$ cat src/rtl/lane_deskew_ctrl_pkg.sv
// Shared constants and FSM state encoding for the lane deskew controller.
package lane_deskew_ctrl_pkg;

    localparam int N_LANES        = 20;
    localparam int FIFO_DEPTH     = 20;
    localparam int MAX_SKEW       = 16;
    localparam int NB_DELAY_COUNT = $clog2(FIFO_DEPTH);

    // Counter-width copies so comparisons and increments stay width-matched
    localparam logic [NB_DELAY_COUNT-1:0] MAX_SKEW_CNT = NB_DELAY_COUNT'(MAX_SKEW);
    localparam logic [NB_DELAY_COUNT-1:0] CNT_ZERO     = NB_DELAY_COUNT'(0);
    localparam logic [NB_DELAY_COUNT-1:0] CNT_ONE      = NB_DELAY_COUNT'(1);

    typedef enum logic [2:0] {
        ST_IDLE       = 3'd0,
        ST_WAIT_FIRST = 3'd1,
        ST_COUNT      = 3'd2,
        ST_SET        = 3'd3,
        ST_DESKEWED   = 3'd4,
        ST_INVALID    = 3'd5
    } state_t;

endpackage

$ cat src/rtl/lane_deskew_ctrl_stamp.sv
// Per-lane alignment-marker timestamp: remembers whether the lane's AM has
// been seen in the current round and the counter value at first arrival.
module deskew_lane_stamp
    import lane_deskew_ctrl_pkg::*;
(
    input  logic                      clock,
    input  logic                      reset,
    input  logic                      enable,
    input  logic                      clear,
    input  logic                      capture,
    input  logic [NB_DELAY_COUNT-1:0] counter,
    output logic                      seen,
    output logic [NB_DELAY_COUNT-1:0] arrival
);

    // Capture the first arrival only; repeated tags within a round are ignored
    always_ff @(posedge clock) begin
        if (reset) begin
            seen    <= 1'b0;
            arrival <= CNT_ZERO;
        end else if (enable) begin
            if (clear) begin
                seen    <= 1'b0;
                arrival <= CNT_ZERO;
            end else if (capture && !seen) begin
                seen    <= 1'b1;
                arrival <= counter;
            end
        end
    end

endmodule

$ cat src/rtl/lane_deskew_ctrl.sv
// Lane deskew controller: timestamps per-lane AM arrival within one round,
// derives per-lane FIFO delays, loads them and then enables aligned read-out.
module lane_deskew_ctrl
    import lane_deskew_ctrl_pkg::*;
(
    input  logic                                i_clock,
    input  logic                                i_reset,
    input  logic                                i_valid,
    input  logic                                i_all_lanes_locked,
    input  logic [N_LANES-1:0]                  i_am_tag,
    output logic                                o_write_enb,
    output logic [N_LANES-1:0]                  o_read_enb,
    output logic [N_LANES-1:0]                  o_set_fifo_delay,
    output logic [N_LANES*NB_DELAY_COUNT-1:0]   o_lane_delay,
    output logic                                o_deskew_done,
    output logic                                o_invalid_skew
);

    state_t                                  state;
    state_t                                  state_nxt;
    logic [NB_DELAY_COUNT-1:0]               counter;
    logic [N_LANES-1:0]                      seen;
    logic [N_LANES-1:0][NB_DELAY_COUNT-1:0]  arrival;
    logic [N_LANES-1:0][NB_DELAY_COUNT-1:0]  arrival_nxt;
    logic [N_LANES-1:0]                      capture;
    logic                                    window;
    logic                                    all_seen_nxt;
    logic                                    clear;
    logic [NB_DELAY_COUNT-1:0]               last_arrival;
    logic [N_LANES*NB_DELAY_COUNT-1:0]       delay_nxt;

    // Tags count only while a round is open and the link is locked
    assign window       = ((state == ST_WAIT_FIRST) || (state == ST_COUNT)) && i_all_lanes_locked;
    assign capture      = i_am_tag & {N_LANES{window}};
    assign all_seen_nxt = &(seen | capture);
    assign clear        = (state_nxt == ST_IDLE) || (state == ST_INVALID);

    for (genvar k = 0; k < N_LANES; k++) begin : g_lane
        deskew_lane_stamp u_stamp (
            .clock   (i_clock),
            .reset   (i_reset),
            .enable  (i_valid),
            .clear   (clear),
            .capture (capture[k]),
            .counter (counter),
            .seen    (seen[k]),
            .arrival (arrival[k])
        );
    end

    // Arrivals as they will be after this cycle, so SET can load delays including this cycle's tags
    always_comb begin
        arrival_nxt = '{default: CNT_ZERO};
        for (int k = 0; k < N_LANES; k++) begin
            if (seen[k]) begin
                arrival_nxt[k] = arrival[k];
            end else if (capture[k]) begin
                arrival_nxt[k] = counter;
            end else begin
                arrival_nxt[k] = CNT_ZERO;
            end
        end
    end

    // Latest arrival and per-lane delay; earliest lane waits longest
    always_comb begin
        last_arrival = CNT_ZERO;
        delay_nxt    = {(N_LANES*NB_DELAY_COUNT){1'b0}};
        for (int k = 0; k < N_LANES; k++) begin
            if (arrival_nxt[k] > last_arrival) begin
                last_arrival = arrival_nxt[k];
            end else begin
                last_arrival = last_arrival;
            end
        end
        for (int k = 0; k < N_LANES; k++) begin
            delay_nxt[k*NB_DELAY_COUNT +: NB_DELAY_COUNT] = last_arrival - arrival_nxt[k];
        end
    end

    // Next-state decision; loss of lock overrides every other transition
    always_comb begin
        state_nxt = state;
        if (!i_all_lanes_locked) begin
            state_nxt = ST_IDLE;
        end else begin
            case (state)
                ST_IDLE:       state_nxt = ST_WAIT_FIRST;
                ST_WAIT_FIRST: begin
                    if (|i_am_tag) begin
                        state_nxt = all_seen_nxt ? ST_SET : ST_COUNT;
                    end else begin
                        state_nxt = ST_WAIT_FIRST;
                    end
                end
                ST_COUNT: begin
                    if (all_seen_nxt) begin
                        state_nxt = ST_SET;
                    end else if (counter == MAX_SKEW_CNT) begin
                        state_nxt = ST_INVALID;
                    end else begin
                        state_nxt = ST_COUNT;
                    end
                end
                ST_SET:        state_nxt = ST_DESKEWED;
                ST_DESKEWED:   state_nxt = ST_DESKEWED;
                ST_INVALID:    state_nxt = ST_WAIT_FIRST;
                default:       state_nxt = ST_IDLE;
            endcase
        end
    end

    // Round counter: starts at 1 after the first AM and saturates at MAX_SKEW
    always_ff @(posedge i_clock) begin
        if (i_reset) begin
            counter <= CNT_ZERO;
        end else if (i_valid) begin
            if (clear) begin
                counter <= CNT_ZERO;
            end else if ((state == ST_WAIT_FIRST) && (state_nxt == ST_COUNT)) begin
                counter <= CNT_ONE;
            end else if ((state == ST_COUNT) && (state_nxt == ST_COUNT)) begin
                counter <= counter + CNT_ONE;
            end
        end
    end

    // State register with outputs registered from the state being entered
    always_ff @(posedge i_clock) begin
        if (i_reset) begin
            state            <= ST_IDLE;
            o_write_enb      <= 1'b0;
            o_read_enb       <= {N_LANES{1'b0}};
            o_set_fifo_delay <= {N_LANES{1'b0}};
            o_lane_delay     <= {(N_LANES*NB_DELAY_COUNT){1'b0}};
            o_deskew_done    <= 1'b0;
            o_invalid_skew   <= 1'b0;
        end else if (i_valid) begin
            state            <= state_nxt;
            o_write_enb      <= (state_nxt != ST_IDLE);
            o_read_enb       <= {N_LANES{state_nxt == ST_DESKEWED}};
            o_set_fifo_delay <= {N_LANES{state_nxt == ST_SET}};
            o_deskew_done    <= (state_nxt == ST_DESKEWED);
            o_invalid_skew   <= (state_nxt == ST_INVALID);
            if (state_nxt == ST_IDLE) begin
                o_lane_delay <= {(N_LANES*NB_DELAY_COUNT){1'b0}};
            end else if (state_nxt == ST_SET) begin
                o_lane_delay <= delay_nxt;
            end
        end
    end

endmodule

$ cat config.mk
export PLATFORM = sky130hd
export DESIGN_NAME = lane_deskew_ctrl
export DESIGN_NICKNAME = d
export VERILOG_FILES = /design/src/rtl/lane_deskew_ctrl_pkg.sv /design/src/rtl/lane_deskew_ctrl_stamp.sv /design/src/rtl/lane_deskew_ctrl.sv
export SDC_FILE = /design/constraint.sdc
export NUM_CORES = 1
export LEC_CHECK = 0
export CAP_MARGIN = 5
export CORE_ASPECT_RATIO = 0.7
export CORE_MARGIN = 2
export CORE_UTILIZATION = 54
export CTS_BUF_LIST = sky130_fd_sc_hd__clkbuf_16
export CTS_CLUSTER_SIZE = 8
export DETAILED_ROUTE_END_ITERATION = 10
export PLACE_DENSITY = 0.79
export SLEW_MARGIN = 25
export SYNTH_ARGS = -nofsm -noshare
export SYNTH_HDL_FRONTEND = slang
export SYNTH_SLANG_ARGS = --single-unit
$ cat constraint.sdc
create_clock -name i_clock -period 38.9 [get_ports i_clock]
set_clock_uncertainty 0.15 [all_clocks]
set_input_delay 5.835 -clock i_clock [delete_from_list [all_inputs] [get_ports i_clock]]
set_output_delay 5.835 -clock i_clock [all_outputs]
set_load 0.02 [all_outputs]
==> metrics.txt <==
outcome finished clean; pin count of the biggest net entering global routing 104; crit share post-route 0.951; Yosys cell types 75; GRT overflow 0; die span in x 221 microns; Max Slew Vio Count 0; TritonRoute pass-1 iters 6; wire length on met2 25.2 mm; vias 17,825; max_slew headroom 0.157; Synth Cell Area 17,900 sq um; worst hold path class flip-flop to flip-flop; vias per cell 6.24; CTS clk-pin slew, worst paths 50 ps; Core Area 32,400 sq um; H-tree levels 2; 1st-iter DRT viols 2,048; fin nets 2,646; Initial Util 0.551; Least-Margin Pin Slew 1250 ps; RSZ-0062 raised after global routing no; most common cell after layout, fill and taps aside dfxtp_1; final-report hold violation count 0; CP Class input port to flip-flop; kind of cell adding the most delay to the critical path compound AO/OA/AOI/OAI gates; Clk Latency, worst-skew pair 560 ps; critical-path maximum fanout 14; ANT cells 0; clock root buffer master clkbuf_16; crit start category input port; met3 routed WL 7.12 mm; cts bufs inserted 35; Max Cap Viol 0; highest metal used met4; DRC errors left 0; Fmax achieved 27.0 MHz; vias in the first global route 16,977; Hold-fix buffers, CTS 0; GR Util All Layers 0.340; most frequent cells in the layout dfxtp_1, a21oi_1, nor2_1; CTS sink cnt 232; Die Span Y 156 microns; FFs w/ async S/R, synth 0; Core Rows 55; HPWL after DPL 45.2 mm; Layout area overhead 20.5%; max incr delay on CP 710 ps; TritonCTS clock tree done; input/output buffers 166; Longest Clk Path Bufs 3; first-pass GRT wire length 93.5 mm; metal1 wirelength 26.4 mm; Crit. End Element flip-flop; Cells after Synth 2,252; Yosys Warn Count 0; initial antenna violation count 0; Post-synth EDFFs 0; layout cells sized above 1 0.109; Net Count, Synth 2,473; Top FF cell, synth dfxtp_1; most frequent cell on the critical path ha_1; # setup viols final 0; sequential share of the synthesized area 0.260; Req. time, crit path 39,170 ps; Placer Congestion 1.03; Final ANT Viol Nets 0; Wirelength per Cell 21.2 microns; Crit path arrival time 37,270 ps; post-route minimum period 37,000 ps; CP Buf/Inv Count 10; final wirelength 60.7 mm; slowest CP cell clkdlybuf4s50_1; setup TNS 0 ps; Die ar. 34,600 sq um; syn avg cell area 7.93 sq um; register bit total from synthesis 232; num ports 167
[per-stage QoR]
step / hold WS [ps] / std cells / setup slack, ps / utilization / instance area [sq um]
floorplan: 293 / 2252 / 2390 / - / 17900
global placement: 300 / 2813 / 2020 / 0.631 / 20400
detailed placement: 306 / 2813 / 1070 / 0.631 / 20500
CTS: 312 / 2855 / 1480 / 0.661 / 21400
global route: 329 / 2857 / 72.4 / 0.664 / 21500
finish: 315 / 2857 / 1900 / 0.664 / 21500
[layout make-up]
cell class              instances  area [sq um]
clock buffers                  35           876
fillers                      2725         10900
clock inverters                 7          96.3
well taps                     427           534
multi-input cells            1691         11900
inverters                     147           552
repair buffers                318          2870
flip-flops and latches        232          4640
[per-layer routing]
metal / GRT usage / up-vias
li1: - / 8312
met1: 0.470 / 8409
met2: 0.517 / 959
met3: 0.0855 / 145
met4: 0.115 / 0
met5: 0 / -
[worst min-delay path, delay by kind of cell (launching register included)]
kind	cells	cell delay, ps
flip-flops	1	300
AND/OR/NAND/NOR	1	60
AO/OA/AOI/OAI	1	60
[registers in the layout, summed over array words and instances, names as in the netlist]
signal,cells
counter,5
g_lane.u_stamp.arrival,100
g_lane.u_stamp.seen,20
o_deskew_done,1
o_invalid_skew,1
o_lane_delay,100
o_set_fifo_delay,1
o_write_enb,1
state,3
[worst paths after layout]
| kind | from | end | slack, ps | cells after the start |
|---|---|---|---|---|
| worst min register to register | g_lane[13].u_stamp.arrival[2] | g_lane[13].u_stamp.arrival[2] | 320 | 2 |
| worst min-delay path | g_lane[13].u_stamp.arrival[2] | g_lane[13].u_stamp.arrival[2] | 320 | 2 |
| worst max-delay path | i_all_lanes_locked | o_lane_delay[69] | 1900 | 140 |
| worst max register to register | state[0] | o_lane_delay[69] | 7140 | 139 |
[kinds of logic (layout without fill, tap and decap cells)]
group	after synthesis	in the layout	share of synthesized area
xor+xnor	117	117	0.0582
buf+inv	329	507	0.0797
compound gates	639	639	0.241
flops	232	232	0.260
mux	67	67	0.0392
simple gates	671	671	0.175
fa+ha+maj	197	197	0.146
[what timing repair did]
item / CTS / global route
setup endpoints to repair: 0 / 88
gates resized for setup: 0 / 16
setup buffers: 0 / 2
[Yosys cell counts (13+ instances only)]
cell type | number | share of area
a21oi_1 | 220 | 0.062
and2_1 | 17 | 0.0060
fa_1 | 20 | 0.022
o221ai_1 | 14 | 0.0069
nor2b_1 | 44 | 0.015
xnor2_1 | 67 | 0.033
buf_4 | 43 | 0.018
a31oi_1 | 25 | 0.0088
a22oi_1 | 100 | 0.042
a22o_1 | 35 | 0.017
inv_1 | 147 | 0.031
mux2i_1 | 43 | 0.024
o21a_1 | 33 | 0.014
nand3_1 | 88 | 0.025
dfxtp_1 | 232 | 0.26
clkbuf_1 | 109 | 0.023
buf_1 | 14 | 0.0029
nand2b_1 | 13 | 0.0046
nand2_1 | 171 | 0.036
nor3_1 | 28 | 0.0078
a21o_1 | 59 | 0.025
a32o_1 | 19 | 0.011
mux2_2 | 24 | 0.015
o31ai_1 | 13 | 0.0055
buf_2 | 15 | 0.0042
nor2_1 | 221 | 0.046
ha_1 | 177 | 0.12
and3_1 | 44 | 0.015
o21ai_0 | 40 | 0.011
xor2_1 | 48 | 0.024
Power is left out: the tool's default activity adds up to more than one toggle a clock period on the data nets, which glitch-free logic cannot reach.
